$ cat src/rtl/button_debouncer_multi.sv
// N-channel push-button conditioner: synchroniser, bounce filter, press/release edges,
// long-press and auto-repeat pulses. Channels share nothing but the clock and reset.
module button_debouncer_multi #(
  parameter int N_CH            = 4,
  parameter int DEBOUNCE_CYCLES = 1_000_000,
  parameter int HOLD_CYCLES     = 50_000_000,
  parameter int REPEAT_CYCLES   = 10_000_000,
  parameter bit ACTIVE_LOW      = 1'b0
) (
  input  logic            clk,
  input  logic            reset_n,
  input  logic [N_CH-1:0] btn_in,
  output logic [N_CH-1:0] level_o,
  output logic [N_CH-1:0] press_o,
  output logic [N_CH-1:0] release_o,
  output logic [N_CH-1:0] long_o,
  output logic [N_CH-1:0] repeat_o
);

  localparam int DW     = $clog2(DEBOUNCE_CYCLES);
  localparam int HR_MAX = (HOLD_CYCLES > REPEAT_CYCLES) ? HOLD_CYCLES : REPEAT_CYCLES;
  localparam int CW     = $clog2(HR_MAX + 1);

  localparam logic [DW-1:0] DB_LAST   = DW'(DEBOUNCE_CYCLES - 1);
  localparam logic [CW-1:0] HOLD_LAST = CW'(HOLD_CYCLES - 1);
  localparam logic [CW-1:0] HOLD_FULL = CW'(HOLD_CYCLES);
  localparam logic [CW-1:0] REP_LAST  = CW'((REPEAT_CYCLES > 0) ? REPEAT_CYCLES - 1 : 0);
  localparam bit            REPEAT_EN = (REPEAT_CYCLES > 0);

  typedef enum logic [1:0] {
    ST_IDLE   = 2'd0,
    ST_HOLD   = 2'd1,
    ST_REPEAT = 2'd2
  } hold_state_e;

  for (genvar ch = 0; ch < N_CH; ch++) begin : g_ch
    logic          raw_s;
    logic          sync0_r;
    logic          sync1_r;
    logic          level_r;
    logic          level_next_s;
    logic          prev_r;
    logic [DW-1:0] db_cnt_r;
    logic          press_r;
    logic          release_r;
    logic          long_r;
    logic          repeat_r;
    logic [CW-1:0] hold_cnt_r;
    hold_state_e   state_r;

    assign raw_s = ACTIVE_LOW ? ~btn_in[ch] : btn_in[ch];

    // Two-flop synchroniser for the asynchronous button input
    always_ff @(posedge clk or negedge reset_n) begin
      if (!reset_n) begin
        sync0_r <= 1'b0;
        sync1_r <= 1'b0;
      end else begin
        sync0_r <= raw_s;
        sync1_r <= sync0_r;
      end
    end

    // Level the filter will hold after the coming edge
    always_comb begin
      if ((sync1_r != level_r) && (db_cnt_r == DB_LAST)) begin
        level_next_s = sync1_r;
      end else begin
        level_next_s = level_r;
      end
    end

    // Stability window: any sample agreeing with the current level restarts it
    always_ff @(posedge clk or negedge reset_n) begin
      if (!reset_n) begin
        level_r  <= 1'b0;
        db_cnt_r <= {DW{1'b0}};
      end else begin
        level_r <= level_next_s;
        if ((sync1_r == level_r) || (db_cnt_r == DB_LAST)) begin
          db_cnt_r <= {DW{1'b0}};
        end else begin
          db_cnt_r <= db_cnt_r + 1'b1;
        end
      end
    end

    // Press/release edge pulses from the debounced level
    always_ff @(posedge clk or negedge reset_n) begin
      if (!reset_n) begin
        prev_r    <= 1'b0;
        press_r   <= 1'b0;
        release_r <= 1'b0;
      end else begin
        prev_r    <= level_r;
        press_r   <= level_r & ~prev_r;
        release_r <= ~level_r & prev_r;
      end
    end

    // Hold FSM; keyed on the next level so a release accepted this edge cancels any pulse
    always_ff @(posedge clk or negedge reset_n) begin
      if (!reset_n) begin
        state_r    <= ST_IDLE;
        hold_cnt_r <= {CW{1'b0}};
        long_r     <= 1'b0;
        repeat_r   <= 1'b0;
      end else if (!level_next_s) begin
        state_r    <= ST_IDLE;
        hold_cnt_r <= {CW{1'b0}};
        long_r     <= 1'b0;
        repeat_r   <= 1'b0;
      end else begin
        case (state_r)
          ST_IDLE: begin
            repeat_r <= 1'b0;
            if (press_r && (HOLD_CYCLES == 1)) begin
              long_r     <= 1'b1;
              state_r    <= REPEAT_EN ? ST_REPEAT : ST_HOLD;
              hold_cnt_r <= REPEAT_EN ? {CW{1'b0}} : HOLD_FULL;
            end else if (press_r) begin
              long_r     <= 1'b0;
              state_r    <= ST_HOLD;
              hold_cnt_r <= CW'(1'b1);
            end else begin
              long_r <= 1'b0;
            end
          end
          ST_HOLD: begin
            repeat_r <= 1'b0;
            if (hold_cnt_r == HOLD_LAST) begin
              long_r     <= 1'b1;
              state_r    <= REPEAT_EN ? ST_REPEAT : ST_HOLD;
              hold_cnt_r <= REPEAT_EN ? {CW{1'b0}} : HOLD_FULL;
            end else if (hold_cnt_r < HOLD_FULL) begin
              long_r     <= 1'b0;
              hold_cnt_r <= hold_cnt_r + 1'b1;
            end else begin
              long_r <= 1'b0;
            end
          end
          ST_REPEAT: begin
            long_r <= 1'b0;
            if (hold_cnt_r == REP_LAST) begin
              repeat_r   <= 1'b1;
              hold_cnt_r <= {CW{1'b0}};
            end else begin
              repeat_r   <= 1'b0;
              hold_cnt_r <= hold_cnt_r + 1'b1;
            end
          end
          default: begin
            state_r    <= ST_IDLE;
            hold_cnt_r <= {CW{1'b0}};
            long_r     <= 1'b0;
            repeat_r   <= 1'b0;
          end
        endcase
      end
    end

    assign level_o[ch]   = level_r;
    assign press_o[ch]   = press_r;
    assign release_o[ch] = release_r;
    assign long_o[ch]    = long_r;
    assign repeat_o[ch]  = repeat_r;
  end

endmodule

$ cat config.mk
export PLATFORM = sky130hd
export DESIGN_NAME = button_debouncer_multi
export DESIGN_NICKNAME = d
export VERILOG_FILES = /design/src/rtl/button_debouncer_multi.sv
export SDC_FILE = /design/constraint.sdc
export NUM_CORES = 1
export LEC_CHECK = 0
export ABC_AREA = 1
export CELL_PAD_IN_SITES_DETAIL_PLACEMENT = 1
export CELL_PAD_IN_SITES_GLOBAL_PLACEMENT = 1
export CORE_ASPECT_RATIO = 1.5
export CORE_MARGIN = 2
export CORE_UTILIZATION = 46
export CTS_BUF_LIST = sky130_fd_sc_hd__clkbuf_4 sky130_fd_sc_hd__clkbuf_8 sky130_fd_sc_hd__clkbuf_16
export CTS_CLUSTER_SIZE = 20
export DETAILED_ROUTE_END_ITERATION = 10
export PLACE_DENSITY = 0.82
export SLEW_MARGIN = 20
export SYNTH_ARGS = -nofsm -noshare
export SYNTH_HDL_FRONTEND = slang
export SYNTH_SLANG_ARGS = --single-unit
export TNS_END_PERCENT = 10
$ cat constraint.sdc
create_clock -name clk -period 2.8 [get_ports clk]
set_clock_uncertainty 0.2 [all_clocks]
set_input_delay 0.7 -clock clk [delete_from_list [all_inputs] [get_ports clk]]
set_output_delay 0.7 -clock clk [all_outputs]
set_load 0.02 [all_outputs]
==> results.py, run 1 <==
metrics = {
    "status": {
        "outcome": "finished, final reports clean",
    },
    "setup_path": {
        "cp_slowest_cell": "clkdlybuf4s50_1",
        "reg2reg_from": "g_ch[2].hold_cnt_r[18]$_DFFE_PN0P_",
        "cp_top_family": "buffers and inverters",
        "worst-setup-path-type": "register to primary output",
        "cp-end-kind": "primary output",
        "critical_path_required_ps": 1900,
        "start_kind": "register",
        "path_max_fanout": 6,
        "crit_buf_inv": 1,
        "worstPathCellList": "clkdlybuf4s50_1",
        "crit_path_start": "g_ch[3].level_r$_DFF_PN0_",
        "max_stage_delay_ps": 660,
        "critPathArrivalTime_ps": 1720,
    },
    "grt": {
        "antenna_found_initial": 0,
        "grt_start_max_net_pins": 61,
        "globalRouteOverflowTotal": 0,
        "grt_pass1_vias": 15500,
        "grt_usage": 0.274,
        "grt_pass1_wl_mm": 75.5,
    },
    "sta": {
        "worst_pin_slew_ps": 577,
        "period_minus_slack_ps": 2620,
        "period_share": 0.934,
        "number_of_hold_violations_in_the_final_report": 0,
        "final_setup_violation_count": 0,
        "setup_ws_ps": 184,
        "final.hold.worst_slack_ps": 150,
        "worst_relative_slew_slack": 0.614,
        "max_freq_mhz": 382,
        "rsz_0062_raised_after_global_routing": "no",
        "fin_tns_setup_ps": 0,
        "slew_viol_final": 0,
    },
    "cells_and_area": {
        "nets": 2232,
        "layout.cell_area.non_filler_um2": 16400,
        "final_cell_count_no_fill": 2644,
        "most_common_library_cell_in_the_layout_ignoring_fill_and_taps": "nand2_1",
        "post_route_cells_drive_above_1_share": 0.0658,
        "num_antenna_cells": 0,
        "most-common-layout-cells": "nand2_1, nor2_1, dfrtp_1",
        "synth_to_layout_area_growth_pct": 10.4,
    },
    "clock_tree": {
        "cts_tree": "built",
        "clock-root-buffer": "clkbuf_16",
        "cts.repair_timing.setup_buffer_count": 0,
        "cts_buffer_depth": 3,
        "clock_sink_count": 224,
        "htreeDepth": 1,
        "cts_bufs_inserted": 26,
        "clock_insertion_delay_at_the_later_pin_of_the_skew_report_ps": 560,
        "hold_buffers": 1,
        "clk_pin_slew_ps": 60,
        "ctsResizeCount": 0,
    },
    "synth": {
        "postSynthNetCount": 2222,
        "synthesis.instances": 2205,
        "synth-seq-area-share": 0.378,
        "synth_top_area_share": 0.378,
        "syn-cell-area_um2": 14800,
        "ys_warn_count": 0,
        "synth.area.top_cells": "dfrtp_1, nand2_1, nor2_1",
        "syn-mean-instance-area_um2": 6.72,
        "synth_seq_cells": 224,
        "synth_cell_types": 49,
        "yosysTopAreaCell": "dfrtp_1",
    },
    "power_and_ir_drop": {
        "total_switching_power_mw": 1.59,
        "power_per_cell_area_nw_per_um2": 436,
        "power_switching_share": 0.223,
        "power_share_of_the_combinational_group": 0.021,
        "power.share.sequential": 0.459,
        "ir_worst_vdd_mv": 0.550,
        "internal_power_mw": 5.55,
        "share_clk_of_total_power": 0.520,
        "power.leakage_nw": 7.22,
    },
    "floorplan": {
        "initial_utilization": 0.467,
        "die_x_um": 151,
        "die_area_um2": 33700,
        "floorplan.die.height_um": 224,
        "floorplan.rows": 80,
        "ioPinCount": 26,
        "core_region_area_um2": 31700,
    },
    "drt": {
        "drc": 0,
        "wirelength_mm": 45.3,
        "detailedRoute.firstIterationViolations": 451,
        "dr.pass1.iters": 5,
        "ant_nets": 0,
        "detail_route.vias_per_cell": 5.50,
        "num_vias": 14500,
        "post_drt_wl_per_cell_um": 17.1,
    },
    "flow_run": {
        "timing.max_cap.violations": 0,
    },
    "worst_hold_path": {
        "hold_class": "register to register",
        "origin_of_the_worst_min_delay_path": "g_ch[2].sync0_r$_DFF_PN0_",
    },
    "placement": {
        "gp_congestion": 0.933,
        "port-buffer-count": 25,
        "pre_cts_slack_ps": 337,
        "post_dp_cell_area_um2": 15400,
        "placed_cells_incl_taps": 2596,
        "hpwl_mm": 33.7,
    },
}
-- cell type report --
type | instances | area (um^2)
Clock buffer | 34 | 748
Fill cell | 4212 | 15400
Multi-Input combinational cell | 1677 | 7860
Tap cell | 410 | 513
Sequential cell | 224 | 5610
Timing Repair Buffer | 57 | 573
Clock inverter | 13 | 190
Inverter | 229 | 865
-- power by group through the flow --
stage,clock network (mW),logic [mW],registers (mW)
after floorplan,0,0.0426,3.33
after global placement,0,0.149,3.33
after detailed placement,0,0.155,3.33
after CTS,3.81,0.158,3.27
after global routing,3.91,0.174,3.27
final,3.71,0.150,3.27
-- metal layers --
layer  up-vias  GRT usage  wire, um
met2       236      0.521     24600
met3       121     0.0279      1210
li1       7023          -         -
met4         0      0.108      1680
met5         -          0         0
met1      7163      0.307     17800
-- final timing paths --
check | end | slack, ps | depth (start not counted)
min | g_ch[2].sync1_r$_DFF_PN0_ | 150 | 0
max in group asynchronous | g_ch[3].db_cnt_r[13]$_DFF_PN0_ | 1210 | 3
min in group asynchronous | g_ch[0].hold_cnt_r[21]$_DFFE_PN0P_ | 480 | 2
max | level_o[3] | 180 | 1
max reg2reg | g_ch[2].hold_cnt_r[19]$_DFFE_PN0P_ | 320 | 8
min reg2reg | g_ch[2].sync1_r$_DFF_PN0_ | 150 | 0
-- state kept, by name, summed over array words and instances (netlist names) --
name / flops
g_ch.db_cnt_r: 80
g_ch.hold_cnt_r: 104
g_ch.level_r: 4
g_ch.long_r: 4
g_ch.press_r: 4
g_ch.prev_r: 4
g_ch.release_r: 4
g_ch.repeat_r: 4
g_ch.state_r: 8
g_ch.sync0_r: 4
g_ch.sync1_r: 4
-- metrics by stage --
step / utilization / total power [mW]
after floorplan: - / 3.37
after global placement: 0.486 / 3.48
after detailed placement: 0.486 / 3.49
after CTS: 0.516 / 7.24
after global routing: 0.516 / 7.36
final: 0.516 / 7.14
-- Yosys cell counts (all sizes together) --
| cell type | n |
|---|---|
| nand2 | 690 |
| nor2 | 409 |
| inv | 227 |
| dfrtp | 224 |
| nand3 | 179 |
| o21ai | 84 |
| buf | 67 |
| nand4 | 62 |
| xor2 | 61 |
| nor3 | 56 |
| a21oi | 41 |
| xnor2 | 15 |
| nand3b | 13 |
| ha | 11 |
| nor4 | 9 |
| clkbuf | 8 |
| o21a | 8 |
| o211ai | 6 |
| a22oi | 5 |
| and3 | 4 |
| a31oi | 3 |
| and2 | 3 |
| o211a | 3 |
| o31ai | 3 |
| a211oi | 2 |
| clkinv | 2 |
| nor3b | 2 |
| o21bai | 2 |
| a21boi | 1 |
| a21o | 1 |
| a221oi | 1 |
| o221ai | 1 |
| o22ai | 1 |
| or2 | 1 |
-- logic make-up after synthesis --
kind of cell / after synthesis / share of synthesized area
simple gates: 1428 / 0.413
fa+ha+maj: 11 / 0.00928
buf+inv: 304 / 0.0913
flops: 224 / 0.378
xor+xnor: 76 / 0.0449
compound gates: 162 / 0.0636
No activity file was read; power rests on OpenSTA's default activity.
==> run 2: changes to the inputs <==
- CORE_UTILIZATION: 46 -> 47
- DONT_BUFFER_PORTS: unset -> 1
==> run 2 against run 1 <==
Against the previous run:
- the flow now finishes with violations (hold timing)
- routed wire length shrank 4.0%
- clock power shrank 5%
- flip-flop and latch count is the same
- sequential share of layout area grew 0.88 points
- non-clock buffer count shrank 28
==> results.py, run 2 (synthesized netlist as in run 1, its figures left out) <==
metrics = {
    "setup_path": {
        "worstPathCellList": "ha_1, nand3_1, nor2_1, nand4_1, nand2_2, nand3_1, nand2_1, buf_4, inv_2, nand2_1, nand2_1",
        "worst-setup-path-type": "register to register",
        "start_kind": "register",
        "crit_buf_inv": 2,
        "critical_path_required_ps": 3060,
        "cp_slowest_cell": "dfrtp_1",
        "max_stage_delay_ps": 400,
        "critPathMostFrequentCell": "nand2_1",
        "cp-end-kind": "register",
        "critPathArrivalTime_ps": 2820,
        "path_max_fanout": 34,
        "cp_top_family": "simple AND/OR/NAND/NOR gates",
    },
    "clock_tree": {
        "hold_buffers": 4,
        "clock_sink_count": 224,
        "cts_tree": "built",
        "clock_insertion_delay_at_the_later_pin_of_the_skew_report_ps": 560,
        "cts_bufs_inserted": 25,
        "clock-root-buffer": "clkbuf_16",
        "htreeDepth": 1,
        "clk_pin_slew_ps": 70,
        "cts_buffer_depth": 3,
    },
    "grt": {
        "groute.layer.met3.usage": 0.0255,
        "grt_start_max_net_pins": 225,
        "gr-usage-met2": 0.522,
        "globalRouteOverflowTotal": 0,
        "grt_pass1_vias": 15400,
        "grtUsageMet1": 0.297,
        "grt_pass1_wl_mm": 74.0,
        "grt_usage": 0.270,
        "busiest_layer": "met2",
        "antenna_found_initial": 0,
    },
    "drt": {
        "detailedRoute.firstIterationViolations": 497,
        "detail_route.vias_per_cell": 5.47,
        "drc": 0,
        "num_vias": 14300,
        "wirelength_mm": 43.5,
        "dr.pass1.iters": 4,
        "ant_nets": 0,
        "post_drt_wl_per_cell_um": 16.7,
    },
    "cells_and_area": {
        "num_antenna_cells": 0,
        "largest-register": "g_ch.hold_cnt_r",
        "nets": 2203,
        "largest_registers": "g_ch.hold_cnt_r: 104 flops, g_ch.db_cnt_r: 80 flops, g_ch.state_r: 8 flops",
        "most-common-layout-cells": "nand2_1, nor2_1, dfrtp_1",
        "number_of_flip_flops_under_the_largest_register_name": 104,
        "synth_to_layout_area_growth_pct": 7.58,
        "most_common_library_cell_in_the_layout_ignoring_fill_and_taps": "nand2_1",
        "n_fill_cell": 4158,
        "post_route_cells_drive_above_1_share": 0.0622,
    },
    "power_and_ir_drop": {
        "ir_worst_vdd_mv": 0.502,
        "power.leakage_nw": 7.07,
        "power_per_cell_area_nw_per_um2": 431,
    },
    "sta": {
        "period_minus_slack_ps": 2560,
        "number_of_hold_violations_in_the_final_report": 224,
        "rsz_0062_raised_after_global_routing": "no",
        "final.hold.worst_slack_ps": -362,
        "max_freq_mhz": 391,
        "slew_viol_final": 0,
        "period_share": 0.915,
        "worst_relative_slew_slack": 0.613,
        "final_setup_violation_count": 0,
        "worst_pin_slew_ps": 576,
        "fin_tns_setup_ps": 0,
    },
    "floorplan": {
        "floorplan.rows": 79,
        "floorplan.die.height_um": 222,
        "die_x_um": 149,
        "die_area_um2": 33000,
        "initial_utilization": 0.478,
        "ioPinCount": 26,
        "core_region_area_um2": 31000,
    },
    "placement": {
        "port-buffer-count": 0,
        "hpwl_mm": 32.1,
        "gp_congestion": 0.966,
    },
    "worst_hold_path": {
        "hold_class": "input pin to async pin",
    },
    "status": {
        "violations_in_the_final_reports": "hold timing",
        "outcome": "complete, but fails checks",
    },
    "flow_run": {
        "timing.max_cap.violations": 0,
    },
}
==> run 2: changes by cell type in the layout (fill, tap and decap cells not counted) <==
cell | before | now
clkinv_8 | 1 | 0
bufinv_16 | 4 | 3
buf_4 | 25 | 24
dlygate4sd3_1 | 1 | 4
inv_8 | 0 | 2
clkinv_4 | 2 | 1
buf_12 | 6 | 1
clkbuf_16 | 26 | 25
clkdlybuf4s50_1 | 24 | 0
buf_8 | 1 | 0
clkbuf_8 | 6 | 4
clkinvlp_4 | 4 | 1
inv_6 | 0 | 4
==> run 2: timing repair <==
item	in CTS	in global routing
hold endpoints to repair	228	224
resized for setup	0	0
endpoints found under the setup margin	0	0
buffers inserted	0	0
==> run 2: layout make-up <==
type	count	area (um^2)	share of cell area
flip-flops and latches	224	5610	0.352
clock buffers	31	696	0.0436
multi-input cells	1677	7860	0.493
clock inverters	13	170	0.0107
well taps	405	507	0.0318
inverters	229	865	0.0542
repair buffers	29	240	0.0151
==> run 2: report_power, final <==
part	internal, mW	switching (mW)
sequential	3.26	0.0168
clock	2.06	1.47
combinational	0.0230	0.0418
total	5.34	1.53
==> run 2: path summary, 6_finish.rpt <==
| path | start | endpoint | slack [ps] | cells past startpoint |
|---|---|---|---|---|
| hold reg to reg | g_ch[2].sync0_r$_DFF_PN0_ | g_ch[2].sync1_r$_DFF_PN0_ | 150 | 0 |
| setup / recovery | g_ch[2].db_cnt_r[0]$_DFF_PN0_ | g_ch[2].hold_cnt_r[18]$_DFFE_PN0P_ | 240 | 11 |
| min in group clk | g_ch[2].sync0_r$_DFF_PN0_ | g_ch[2].sync1_r$_DFF_PN0_ | 150 | 0 |
| setup reg to reg | g_ch[2].db_cnt_r[0]$_DFF_PN0_ | g_ch[2].hold_cnt_r[18]$_DFFE_PN0P_ | 240 | 11 |
| max in group asynchronous | reset_n | g_ch[2].db_cnt_r[18]$_DFF_PN0_ | 2290 | 0 |
| hold / removal | reset_n | g_ch[0].repeat_r$_DFF_PN0_ | -360 | 0 |
==> run 2: layer usage <==
metal,vias up,share of wire
met2,153,0.55
li1,6943,-
met1,7054,0.39
met5,-,0
met4,0,0.038
met3,109,0.020
==> run 2: per-stage QoR <==
| stage | instance area [um^2] | util | instances | total power [mW] | worst slack (ps) |
|---|---|---|---|---|---|
| 2_1_floorplan | 14800 | - | 2205 | 3.37 | 765 |
| 3_3_place_gp | 15000 | 0.485 | 2560 | 3.39 | 350 |
| 3_5_place_dp | 15000 | 0.485 | 2560 | 3.39 | 239 |
| 4_1_cts | 15900 | 0.514 | 2608 | 6.97 | 245 |
| 5_1_grt | 15900 | 0.514 | 2608 | 7.08 | 31.8 |
| 6_report | 15900 | 0.514 | 2608 | 6.87 | 239 |
